## config.mk

```make
export PLATFORM = sky130hd
export DESIGN_NAME = coherence_bus_arbiter_flat
export DESIGN_NICKNAME = d
export VERILOG_FILES = /design/src/rtl/coherence_bus_arbiter_if.sv /design/src/rtl/coherence_bus_arbiter.sv /design/src/flat_wrapper.sv
export SDC_FILE = /design/constraint.sdc
export NUM_CORES = 1
export LEC_CHECK = 0
export CAP_MARGIN = 30
export CORE_ASPECT_RATIO = 0.6
export CORE_MARGIN = 5
export CORE_UTILIZATION = 38
export DETAILED_ROUTE_END_ITERATION = 7
export HOLD_SLACK_MARGIN = 0.02
export PLACE_DENSITY = 0.87
export SLEW_MARGIN = 20
export SYNTH_ARGS = -nofsm -noshare
export SYNTH_HDL_FRONTEND = slang
export SYNTH_SLANG_ARGS = --single-unit
```

## constraint.sdc

```tcl
create_clock -name clk -period 1.6 [get_ports clk]
set_clock_uncertainty 0.2 [all_clocks]
set_input_delay 0.32 -clock clk [delete_from_list [all_inputs] [get_ports clk]]
set_output_delay 0.32 -clock clk [all_outputs]
set_load 0.05 [all_outputs]
```

## src/rtl/coherence_bus_arbiter_if.sv

```systemverilog
// Bus bundle between the N L1 D-caches, the coherence bus arbiter and dmem strobes.
// master = arbiter side, slave = cache/requester side.
interface coherence_bus_arbiter_if #(
  parameter int N_CPU  = 2,
  parameter int ADDR_W = 13
);
  localparam int CPU_IDX_W = (N_CPU > 1) ? $clog2(N_CPU) : 1;

  logic [N_CPU-1:0]        req_valid;
  logic [2*N_CPU-1:0]      req_op;
  logic [ADDR_W*N_CPU-1:0] req_addr;
  logic [N_CPU-1:0]        snoop_hit;
  logic [2*N_CPU-1:0]      snoop_state;
  logic [N_CPU-1:0]        grant;
  logic [N_CPU-1:0]        done;
  logic [ADDR_W-1:0]       bus_addr;
  logic [1:0]              bus_op;
  logic [N_CPU-1:0]        snoop_req;
  logic [N_CPU-1:0]        inv;
  logic [N_CPU-1:0]        downgrade;
  logic [1:0]              data_sel;
  logic [CPU_IDX_W-1:0]    fwd_src;
  logic                    dmem_re;
  logic                    dmem_we;
  logic                    coh_err;

  modport master (
    input  req_valid, req_op, req_addr, snoop_hit, snoop_state,
    output grant, done, bus_addr, bus_op, snoop_req, inv, downgrade,
           data_sel, fwd_src, dmem_re, dmem_we, coh_err
  );

  modport slave (
    output req_valid, req_op, req_addr, snoop_hit, snoop_state,
    input  grant, done, bus_addr, bus_op, snoop_req, inv, downgrade,
           data_sel, fwd_src, dmem_re, dmem_we, coh_err
  );
endinterface

```

## src/rtl/coherence_bus_arbiter.sv

```systemverilog
// N-core MSI snoopy bus controller: arbitrate, snoop, pick data source (owner cache or dmem).
// Define ARB_ROUND_ROBIN_EN for round-robin arbitration; otherwise lowest index wins.
module coherence_bus_arbiter #(
  parameter int N_CPU    = 2,
  parameter int ADDR_W   = 13,
  parameter int DMEM_LAT = 4
) (
  input logic                    clk,
  input logic                    rst,
  coherence_bus_arbiter_if.master bus
);
  localparam int CPU_IDX_W = (N_CPU > 1) ? $clog2(N_CPU) : 1;
  localparam int CNT_W     = (DMEM_LAT > 1) ? $clog2(DMEM_LAT) : 1;

  localparam logic [1:0] OP_READ  = 2'b00;
  localparam logic [1:0] OP_WRITE = 2'b01;
  localparam logic [1:0] OP_INV   = 2'b10;
  localparam logic [1:0] OP_WB    = 2'b11;

  localparam logic [1:0] SEL_DMEM = 2'b00;
  localparam logic [1:0] SEL_CPU  = 2'b01;
  localparam logic [1:0] SEL_NONE = 2'b11;

  localparam logic [1:0] MSI_I = 2'b00;
  localparam logic [1:0] MSI_S = 2'b01;
  localparam logic [1:0] MSI_M = 2'b10;

  typedef enum logic [2:0] {
    S_IDLE, S_SNOOP, S_RESOLVE, S_XFER, S_MEM, S_DONE
  } state_t;

  state_t               state, res_next;
  logic [N_CPU-1:0]     grant_q, done_q, snoop_req_q;
  logic [N_CPU-1:0]     eff_hit, m_hit, s_hit, res_inv, res_dg;
  logic [CPU_IDX_W-1:0] win_idx, cand, m_lo, s_lo, res_src, fwd_src_q;
  logic                 win_found, res_we, m_multi, in_resolve;
  logic [1:0]           op_q, win_op, res_sel, data_sel_q;
  logic [ADDR_W-1:0]    addr_q, win_addr;
  logic [CNT_W-1:0]     cnt;
  logic                 dmem_re_q, dmem_we_q;
`ifdef ARB_ROUND_ROBIN_EN
  logic [CPU_IDX_W-1:0] rr_ptr;
`endif

  // NOTE: every combinational output gets a default first so no latch is inferred.
  always_comb begin
    win_idx   = '0;
    win_found = 1'b0;
    cand      = '0;
    for (int k = 0; k < N_CPU; k++) begin
`ifdef ARB_ROUND_ROBIN_EN
      cand = CPU_IDX_W'((int'(rr_ptr) + k) % N_CPU);
`else
      cand = CPU_IDX_W'(k);
`endif
      if (!win_found && bus.req_valid[cand]) begin
        win_found = 1'b1;
        win_idx   = cand;
      end
    end
    win_op   = bus.req_op[2*int'(win_idx) +: 2];
    win_addr = bus.req_addr[ADDR_W*int'(win_idx) +: ADDR_W];
  end

  // Owner's own snoop bits are masked; a hit reporting I is treated as a miss.
  always_comb begin
    eff_hit = '0;
    m_hit   = '0;
    s_hit   = '0;
    m_lo    = '0;
    s_lo    = '0;
    for (int i = 0; i < N_CPU; i++) begin
      eff_hit[i] = bus.snoop_hit[i] && !grant_q[i] && (bus.snoop_state[2*i +: 2] != MSI_I);
      m_hit[i]   = eff_hit[i] && (bus.snoop_state[2*i +: 2] == MSI_M);
      s_hit[i]   = eff_hit[i] && (bus.snoop_state[2*i +: 2] == MSI_S);
    end
    for (int i = N_CPU - 1; i >= 0; i--) begin
      if (m_hit[i]) m_lo = CPU_IDX_W'(i);
      if (s_hit[i]) s_lo = CPU_IDX_W'(i);
    end
    m_multi = |(m_hit & (m_hit - N_CPU'(1)));
  end

  always_comb begin
    res_inv  = '0;
    res_dg   = '0;
    res_we   = 1'b0;
    res_sel  = SEL_NONE;
    res_src  = '0;
    res_next = S_DONE;
    case (op_q)
      OP_READ: begin
        if (|m_hit) begin
          res_dg   = N_CPU'(1) << m_lo;
          res_we   = 1'b1;
          res_sel  = SEL_CPU;
          res_src  = m_lo;
          res_next = S_XFER;
        end else if (|s_hit) begin
          res_sel  = SEL_CPU;
          res_src  = s_lo;
          res_next = S_XFER;
        end else begin
          res_sel  = SEL_DMEM;
          res_next = S_MEM;
        end
      end
      OP_WRITE: begin
        res_inv = eff_hit;
        if (|m_hit) begin
          res_sel  = SEL_CPU;
          res_src  = m_lo;
          res_next = S_XFER;
        end else begin
          res_sel  = SEL_DMEM;
          res_next = S_MEM;
        end
      end
      OP_INV: begin
        res_inv = eff_hit;
      end
      default: ;
    endcase
  end

  assign in_resolve    = (state == S_RESOLVE);
  assign bus.grant     = grant_q;
  assign bus.done      = done_q;
  assign bus.bus_addr  = addr_q;
  assign bus.bus_op    = op_q;
  assign bus.snoop_req = snoop_req_q;
  assign bus.inv       = in_resolve ? res_inv : '0;
  assign bus.downgrade = in_resolve ? res_dg  : '0;
  assign bus.coh_err   = in_resolve && m_multi;
  assign bus.data_sel  = in_resolve ? res_sel : data_sel_q;
  assign bus.fwd_src   = in_resolve ? res_src : fwd_src_q;
  assign bus.dmem_re   = dmem_re_q;
  assign bus.dmem_we   = dmem_we_q || (in_resolve && res_we);

  // NOTE: all state uses non-blocking assignments; reset is synchronous and covers every register.
  always_ff @(posedge clk) begin
    if (rst) begin
      state       <= S_IDLE;
      grant_q     <= '0;
      done_q      <= '0;
      snoop_req_q <= '0;
      dmem_re_q   <= 1'b0;
      dmem_we_q   <= 1'b0;
      data_sel_q  <= SEL_NONE;
      fwd_src_q   <= '0;
      addr_q      <= '0;
      op_q        <= OP_READ;
      cnt         <= '0;
`ifdef ARB_ROUND_ROBIN_EN
      rr_ptr      <= '0;
`endif
    end else begin
      done_q      <= '0;
      snoop_req_q <= '0;
      case (state)
        S_IDLE: begin
          if (win_found) begin
            grant_q <= N_CPU'(1) << win_idx;
            op_q    <= win_op;
            addr_q  <= win_addr;
            cnt     <= '0;
`ifdef ARB_ROUND_ROBIN_EN
            rr_ptr  <= (int'(win_idx) == N_CPU - 1) ? '0 : win_idx + 1'b1;
`endif
            if (win_op == OP_WB) begin
              dmem_we_q <= 1'b1;
              state     <= S_MEM;
            end else begin
              snoop_req_q <= ~(N_CPU'(1) << win_idx);
              state       <= S_SNOOP;
            end
          end
        end
        S_SNOOP: state <= S_RESOLVE;
        S_RESOLVE: begin
          data_sel_q <= res_sel;
          fwd_src_q  <= res_src;
          state      <= res_next;
          if (res_next == S_MEM) dmem_re_q <= 1'b1;
          if (res_next == S_DONE) done_q <= grant_q;
        end
        S_XFER: begin
          done_q <= grant_q;
          state  <= S_DONE;
        end
        S_MEM: begin
          if (cnt == CNT_W'(DMEM_LAT - 1)) begin
            dmem_re_q <= 1'b0;
            dmem_we_q <= 1'b0;
            done_q    <= grant_q;
            state     <= S_DONE;
          end else begin
            cnt <= cnt + 1'b1;
          end
        end
        S_DONE: begin
          grant_q    <= '0;
          data_sel_q <= SEL_NONE;
          fwd_src_q  <= '0;
          state      <= S_IDLE;
        end
        default: state <= S_IDLE;
      endcase
    end
  end
endmodule

```

## src/flat_wrapper.sv

```systemverilog
// flat-port wrapper written by rule: the top's interface ports become plain ports
module coherence_bus_arbiter_flat 
#(
  parameter int N_CPU    = 2,
  parameter int ADDR_W   = 13,
  parameter int DMEM_LAT = 4
)
  (clk, rst, bus_req_valid, bus_req_op, bus_req_addr, bus_snoop_hit, bus_snoop_state, bus_grant, bus_done, bus_bus_addr, bus_bus_op, bus_snoop_req, bus_inv, bus_downgrade, bus_data_sel, bus_fwd_src, bus_dmem_re, bus_dmem_we, bus_coh_err);
  coherence_bus_arbiter_if #(.N_CPU(N_CPU), .ADDR_W(ADDR_W)) bus_i ();
  input logic clk;
  input logic rst;
  input wire logic [$bits(bus_i.req_valid)-1:0] bus_req_valid;
  input wire logic [$bits(bus_i.req_op)-1:0] bus_req_op;
  input wire logic [$bits(bus_i.req_addr)-1:0] bus_req_addr;
  input wire logic [$bits(bus_i.snoop_hit)-1:0] bus_snoop_hit;
  input wire logic [$bits(bus_i.snoop_state)-1:0] bus_snoop_state;
  output wire logic [$bits(bus_i.grant)-1:0] bus_grant;
  output wire logic [$bits(bus_i.done)-1:0] bus_done;
  output wire logic [$bits(bus_i.bus_addr)-1:0] bus_bus_addr;
  output wire logic [$bits(bus_i.bus_op)-1:0] bus_bus_op;
  output wire logic [$bits(bus_i.snoop_req)-1:0] bus_snoop_req;
  output wire logic [$bits(bus_i.inv)-1:0] bus_inv;
  output wire logic [$bits(bus_i.downgrade)-1:0] bus_downgrade;
  output wire logic [$bits(bus_i.data_sel)-1:0] bus_data_sel;
  output wire logic [$bits(bus_i.fwd_src)-1:0] bus_fwd_src;
  output wire logic [$bits(bus_i.dmem_re)-1:0] bus_dmem_re;
  output wire logic [$bits(bus_i.dmem_we)-1:0] bus_dmem_we;
  output wire logic [$bits(bus_i.coh_err)-1:0] bus_coh_err;
  assign bus_i.req_valid = bus_req_valid;
  assign bus_i.req_op = bus_req_op;
  assign bus_i.req_addr = bus_req_addr;
  assign bus_i.snoop_hit = bus_snoop_hit;
  assign bus_i.snoop_state = bus_snoop_state;
  assign bus_grant = bus_i.grant;
  assign bus_done = bus_i.done;
  assign bus_bus_addr = bus_i.bus_addr;
  assign bus_bus_op = bus_i.bus_op;
  assign bus_snoop_req = bus_i.snoop_req;
  assign bus_inv = bus_i.inv;
  assign bus_downgrade = bus_i.downgrade;
  assign bus_data_sel = bus_i.data_sel;
  assign bus_fwd_src = bus_i.fwd_src;
  assign bus_dmem_re = bus_i.dmem_re;
  assign bus_dmem_we = bus_i.dmem_we;
  assign bus_coh_err = bus_i.coh_err;
  coherence_bus_arbiter #(.N_CPU(N_CPU), .ADDR_W(ADDR_W), .DMEM_LAT(DMEM_LAT)) u_core (.clk(clk), .rst(rst), .bus(bus_i));
endmodule
```

Word-level counts from Yosys, hierarchy flattened
Cells that the tools add are included.
{ "totals": {"reg_bits": 31, "latchBits": 0, "ram_bits": 0, "rom_bits": 0, "inputBits": 40, "memories": 0} }
{ "classes": {"n_addsub": 2, "mul": 1, "div": 0, "order_cmp": 0, "n_eq_ne": 20, "shifts": 4, "mux": 48, "bitwise_logic": 4, "reduce_logical": 34} }
{ "op_table": {"columns": ["cell", "count"], "rows": [
  ["26-bit by 32-bit indexed part select with 13-bit output", 1],
  ["2-bit two-way mux", 12],
  ["1-bit two-way mux", 19],
  ["3-bit two-way mux", 6],
  ["2-bit case mux with 2 select lines", 4],
  ["3-bit case mux with 5 select lines", 1],
  ["3-bit equality test, second input constant", 4],
  ["2-bit nonzero test", 6],
  ["1-bit logical AND", 11],
  ["2-bit equality test, second input constant", 5],
  ["1-bit case mux with 2 select lines", 4],
  ["2-bit OR reduction", 4],
  ["2-bit by 1-bit equality test with 1-bit output, second input constant", 3],
  ["3-bit by 2-bit equality test with 1-bit output, second input constant", 2],
  ["2-bit by 1-bit inequality test with 1-bit output, second input constant", 3],
  ["2-bit case mux with 3 select lines", 1],
  ["3-bit case mux with 2 select lines", 1],
  ["2-bit AND reduction", 3],
  ["3-bit AND reduction", 2],
  ["4-bit by 1-bit multiplier with 5-bit output, first input constant", 1],
  ["2-bit inequality test, second input constant", 2],
  ["4-bit AND reduction", 1],
  ["4-bit OR reduction", 1],
  ["4-bit by 3-bit indexed part select with 2-bit output", 1],
  ["other kinds (11)", 15]
]} }

Longest topological paths before layout
{ "depth": {"ltp_word": 11, "mapped_depth": 6, "mapped_depth_nobuf": 6} }

Least setup slack after synthesis
No wires, ideal clock.
{ "synth_path": {"path_kind": "reg2out", "startpoint": "reg u_core.op_q[1], in the netlist u_core.bus.bus_op[1]", "endpoint": "out bus_inv[0]", "arrival_ns": 2.733, "slack_ns": -1.653, "stages_incl_launch_ff": 5, "path_cell_list": "dfxtp_1 > inv_1 > ha_1 > nand2_1 > nor4b_1"} }
{ "synth_via": {"elab_chain_cells": 4} }
{ "synth_rtl": {"columns": ["item", "line_no", "rtl"], "rows": [
  ["start, declared", "coherence_bus_arbiter.sv:37", "logic [1:0] op_q, win_op, res_sel, data_sel_q;"],
  ["start signal, assigned", "coherence_bus_arbiter.sv:164", "op_q <= win_op;"],
  ["2-bit equality test or 2-bit by 1-bit equality test with 1-bit output (tied branches)", "coherence_bus_arbiter.sv:91", "case (op_q)"],
  ["2-bit OR reduction (no line) *", null, null],
  ["2-bit two-way mux *", "coherence_bus_arbiter.sv:91", null],
  ["2-bit two-way mux *", "coherence_bus_arbiter.sv:132", "assign bus.inv = in_resolve ? res_inv : '0;"],
  ["end, declared", "flat_wrapper.sv:22", "output wire logic [$bits(bus_i.inv)-1:0] bus_inv;"]
]} }
Every way passes the cells marked *; elsewhere a longest branch is shown, timed or not.

Final worst setup path
{ "layout_path": {"startpoint": "in bus_snoop_state[3]", "endpoint": "out bus_fwd_src"} }
{ "layout_via": {"elab_chain_cells": 9} }
{ "layout_rtl": {"columns": ["item", "line_no", "rtl"], "rows": [
  ["start, declared", "flat_wrapper.sv:16", "input wire logic [$bits(bus_i.snoop_state)-1:0] bus_snoop_state;"],
  ["2-bit nonzero test", "coherence_bus_arbiter.sv:73", "eff_hit[i] = bus.snoop_hit[i] && !grant_q[i] && (bus.snoop_state[2*i +: 2] != MSI_I);"],
  ["1-bit logical AND", "coherence_bus_arbiter.sv:73", null],
  ["1-bit logical AND", "coherence_bus_arbiter.sv:75", "s_hit[i] = eff_hit[i] && (bus.snoop_state[2*i +: 2] == MSI_S);"],
  ["1-bit two-way mux (2 in series)", "coherence_bus_arbiter.sv:79", "if (s_hit[i]) s_lo = CPU_IDX_W'(i);"],
  ["1-bit two-way mux", "coherence_bus_arbiter.sv:99", "end else if (|s_hit) begin"],
  ["1-bit two-way mux", "coherence_bus_arbiter.sv:93", "if (|m_hit) begin"],
  ["1-bit case mux with 2 select lines *", "coherence_bus_arbiter.sv:91", null],
  ["1-bit two-way mux *", "coherence_bus_arbiter.sv:136", "assign bus.fwd_src = in_resolve ? res_src : fwd_src_q;"],
  ["end, declared", "flat_wrapper.sv:25", "output wire logic [$bits(bus_i.fwd_src)-1:0] bus_fwd_src;"]
]} }
Marked as above.

==> metrics.yaml <==
status: "finished with violations"
violations: "setup timing"
die_w_um: 94.01
synth_edf_count: 0
synth_area_leader_cell: "dfxtp_1"
slew_viol_final: 0
num_vias: 2767
core-area_mm2: 0.004099
worst_skew_pair.late_latency_ps: 300
ys_ff_latch: 31
slowest_stage: "dlygate4sd2_1"
root_buffer: "clkbuf_8"
hold_depth: 2
num_io_pins: 71
cts_tree: "yes"
setup_ws_ps: -901.8
ys_async_sr_fraction_pct: 0
grt_first_pass_wirelength_um: 13280
clock_path_buffers: 2
clk_pin_slew_ps: 80
r2r_slack_ps: -480
antenna_found_initial: 1
r2r_end: "u_core.bus.grant[1]$_SDFFE_PP0P_"
crit_fanout: 5
tightest_slew_ps: 589.6
synth_nets: 226
synthCells: 183
ctsHoldBuffers: 0
synth_cell_type_count: 42
min_from: "u_core.cnt[1]$_SDFFE_PP0P_"
rows: 18
leakage_nw: 1.601
synthTopCellsByCount: "dfxtp_1, nor2_1, a211oi_1"
rsz0062_at_grt: "true"
finalInstanceArea_mm2: 0.003925
numCtsBuffers: 5
critPathCaptureType: "output port"
worstSetupPathType: "primary input to output port"
nets: 368
cp-startpoint: "bus_snoop_state[3]"
numPortBuffers: 70
htree_levels: 2
layout_min_cycle_time_ps: 2502
setup_viol: 42
finalPower_mw: 4.837
hp-class: "register to register"
max_freq_ghz: 0.3997
grt_max_degree: 16
drcViolationCount: 0
pre_cts_slack_ps: -918.8
yosysSeqAreaShare_pct: 38.57
overflow: 0
worst-endpoint-arrival_ps: 1980
die_h_um: 60.41
layout_worst_path_cycle_share_pct: 156.4
peakVddDrop_uv: 1142
syn_area_mm2: 0.001609
num-fill-cells: 89
drt_pre_antenna_iters: 6
dpl.hpwl_um: 4880
crit_path_start_kind: "primary input"
ys.flop_type: "dfxtp_1"
grt_pass1_vias: 2329
drv_cap: 0
area.growth.synth_to_final_pct: 143.9
hold_viol: 0
timing.rr.start: "u_core.state[2]$_SDFFE_PP0P_"
gp_congestion: 0.8732
drt_iter0_markers: 515
worstRegToRegCells: 7
drive_gt1_share_pct: 59.51
initial_core_util_pct: 39.26
place_area_mm2: 0.003174
path_cells: "dlygate4sd2_1 > nor4bb_4 > buf_4 > a21oi_2 > o41ai_4 > buf_12"
utilization_pct: 95.76
ys_warn_count: 0
drtAntennaViolNets: 0
grt_usage_pct: 32.13
die_area_mm2: 0.005678
synth_top_cell_area_share_pct: 38.57
avgSynthCellArea_um2: 8.793
final.setup.tns_ps: -11590
yosysMostFrequentCell: "dfxtp_1"
power_density_mw_per_mm2: 1232
cts_sinks: 31
wl_per_cell_um: 35.07
drt-vias-per-instance: 7.150
min_to: "u_core.cnt[1]$_SDFFE_PP0P_"
synth_area_leaders: "dfxtp_1, mux2i_1, a211oi_1, nor2_1, a21oi_1"
relSlewSlack_pct: 60.55
drt_wl_total_um: 13570
critPathMaxStageDelay_ps: 460
required_ps: 1080
==> kinds of logic after synthesis <==
family	synth area share (%)
AND/OR/NAND/NOR	25.97
AO/OA/AOI/OAI	20.30
flip-flops	38.57
multiplexers	9.331
buffers and inverters	3.500
adder cells (fa/ha/maj)	2.333
==> sequential cells by signal (all words and copies together), names as in the netlist, 2 cells and up <==
signal	count
u_core.bus.bus_addr	13
u_core.state	3
u_core.bus.bus_op	2
u_core.bus.done	2
u_core.bus.grant	2
u_core.bus.snoop_req	2
u_core.cnt	2
u_core.data_sel_q	2
==> metal layers <==
metal	share of wire, %	global-route usage (%)
met3	15	9.170
met4	11	17.28
met2	41	54.49
met1	33	37.74
met5	0.22	0
==> worst max-delay path by stage <==
stage                     cells past startpoint           to  slack, ps
after floorplan                               3  bus_fwd_src       -520
after global placement                        5  bus_fwd_src       -830
after detailed placement                      5  bus_fwd_src       -920
after CTS                                     4  bus_fwd_src       -640
after global routing                          6  bus_fwd_src       -860
final                                         6  bus_fwd_src       -900
==> final cells by class <==
cell class | instances | area, um^2 | share of cell area (%)
multi-input cells | 140 | 1408 | 35.86
inverters | 3 | 13.76 | 0.3507
flip-flops and latches | 31 | 644.4 | 16.42
repair buffers | 144 | 1702 | 43.35
clock buffers | 8 | 80.08 | 2.040
diodes | 1 | 2.502 | 0.06376
well taps | 60 | 75.07 | 1.913
==> what timing repair did <==
item / in CTS / in global routing
pin swaps: 29 / 26
gates cloned: 2 / 1
gates resized for setup: 76 / 44
endpoints found under the setup margin: 34 / 41
buffers inserted: 15 / 16
==> worst max-delay path, delay by kind of cell <==
family | cells | cell delay [ps]
compound gates | 2 | 430
buf+inv | 3 | 860
simple gates | 1 | 380
==> through the flow <==
step	instances	hold WS [ps]
global placement	352	258.3
floorplan	183	251.6
CTS	375	293.6
global route	387	336.6
finish	387	336.7
detailed placement	352	267.4
==> power breakdown <==
part	leakage (nW)	internal, mW	switching (mW)
sequential	0.260	0.917	0.192
combinational	1.30	1.43	1.63
clock	0.0395	0.310	0.352
total	1.60	2.66	2.18
==> placed cells by master, fill, tap and decap left out, types with 6 or more instances in the layout <==
master           instances
a211oi_2                15
mux2i_1                 15
clkdlybuf4s50_1         31
buf_12                  34
buf_4                   47
a21oi_2                  6
dlygate4sd2_1            8
buf_6                   22
nor2_1                  21
dfxtp_1                 22
a21oi_1                  6
Power figures use the tool's default switching activity.
==> RTL edit: new RTL, same flow settings <==
Re-encode `state_t` (6 states) as Gray code, 3 bits wide.
--- a/src/rtl/coherence_bus_arbiter.sv
+++ b/src/rtl/coherence_bus_arbiter.sv
@@ -26,7 +26,7 @@
   localparam logic [1:0] MSI_M = 2'b10;
 
   typedef enum logic [2:0] {
-    S_IDLE, S_SNOOP, S_RESOLVE, S_XFER, S_MEM, S_DONE
+    S_IDLE = 3'b000, S_SNOOP = 3'b001, S_RESOLVE = 3'b011, S_XFER = 3'b010, S_MEM = 3'b110, S_DONE = 3'b111
   } state_t;
 
   state_t               state, res_next;
Formal check against the unedited RTL: no difference found for any inputs over 10 cycles, from zero or initial values and one cycle with rst high; not proved beyond that.
==> RTL edit against the original RTL <==
- the run still ends with negative setup slack left
- first-iteration DRC count down 57%
- total power rose by 10%
- setup slack improved by 0.23 ns
- synthesized area rose by 7.8%
- sequential cell count unchanged
- synthesized cell count grew 2.7%
- non-clock buffer count increased by 1
- fmax grew 10%
- core utilization is 9.7 points lower
- routed wire length is 27% lower
- cell area decreased by 1.5%
- critical path depth shrank 1
- largest cell class unchanged
==> RTL edit: results <==
[run_status]
status = "finished with violations"
violations = "negative setup slack"

[synth]
netlist_instances = 188
syn_nets = 231
synth_adder_area_share_pct = 2.16
synth.mux.area_fraction_pct = 9.45
synth_commonest_cells = "31 x dfxtp_1, 28 x nor2_1, 15 x mux2i_1, 15 x nand2_1, 14 x a211oi_2"
yosys-top-cells-area = "dfxtp_1 36%, a211oi_2 10%, mux2i_1 8.7%"

[drt]
wl_mm = 9.87
wl_met2_mm = 4.60
num_vias = 2350
first_pass_iters = 7
drt-wirelength-per-cell_um = 25.3
wl_met3_mm = 1.01

[place]
dpl_cell_area_um2 = 3280
hpwlAfterDp_mm = 4.81
post-place-cells = 356
pre_cts_slack_ns = -0.877

[global_routing]
grt_use_total_pct = 24.7
grtUsageMet1_pct = 25.9
met3_usage_pct = 9.28
grt_max_degree = 14
grt_pass1_wl_mm = 11.8
antenna_found_initial = 0
grt_pass1_vias = 2247

[power_and_ir_drop]
power_switching_mw = 2.35
p_per_area_nw_per_um2 = 1380
p_comb_share_pct = 65.6
p_leak_nw = 1.58

[sta]
finalSetupTns_ns = -6.94
max_slew_margin_pct = 77.0
setup_violations = 37
setup_slack_ns = -0.672

[cells_and_area]
nonClockInverterCount = 7
final_core_util_pct = 86.0
antenna_cells = 0
final_nets = 369
seqCellArea_um2 = 643
nFillCells = 160
non_clock_buffer_area_share_pct = 44.5
clock_buffers = 5
multiInputGateArea_um2 = 1310
n_all_buffers = 145

[critical_path]
critPathSlowestCell = "dfxtp_4"
critPathTopFamily = "simple AND/OR/NAND/NOR gates"
crit_path_max_incr_delay_ns = 0.36
cp_max_fo = 2
RTL edit: cell count changes in the layout (fill, tap and decap cells not counted), moves of 4 or more:
cell     change
nor2b_1      +4
buf_4        +5
nand2_1      +5
dfxtp_2      -4
buf_6        -6
a21oi_2      -4
RTL edit: final timing paths:
| kind | start | endpoint | slack, ns | cells after the start |
|---|---|---|---|---|
| worst min-delay path | u_core.fwd_src_q | u_core.fwd_src_q | 0.31 | 2 |
| worst max-delay path | u_core.bus.grant[0] | bus_fwd_src | -0.67 | 5 |
| worst max register to register | u_core.bus.grant[1] | u_core.fwd_src_q | -0.28 | 7 |
| worst min register to register | u_core.fwd_src_q | u_core.fwd_src_q | 0.31 | 2 |
RTL edit: what timing repair did:
| action | CTS | global route |
|---|---|---|
| pin swaps | 15 | 31 |
| endpoints found under the setup margin | 35 | 29 |
| setup buffers | 10 | 19 |
| resized for setup | 35 | 36 |
| cloned | 1 | 2 |
| hold endpoints to repair | 0 | 0 |
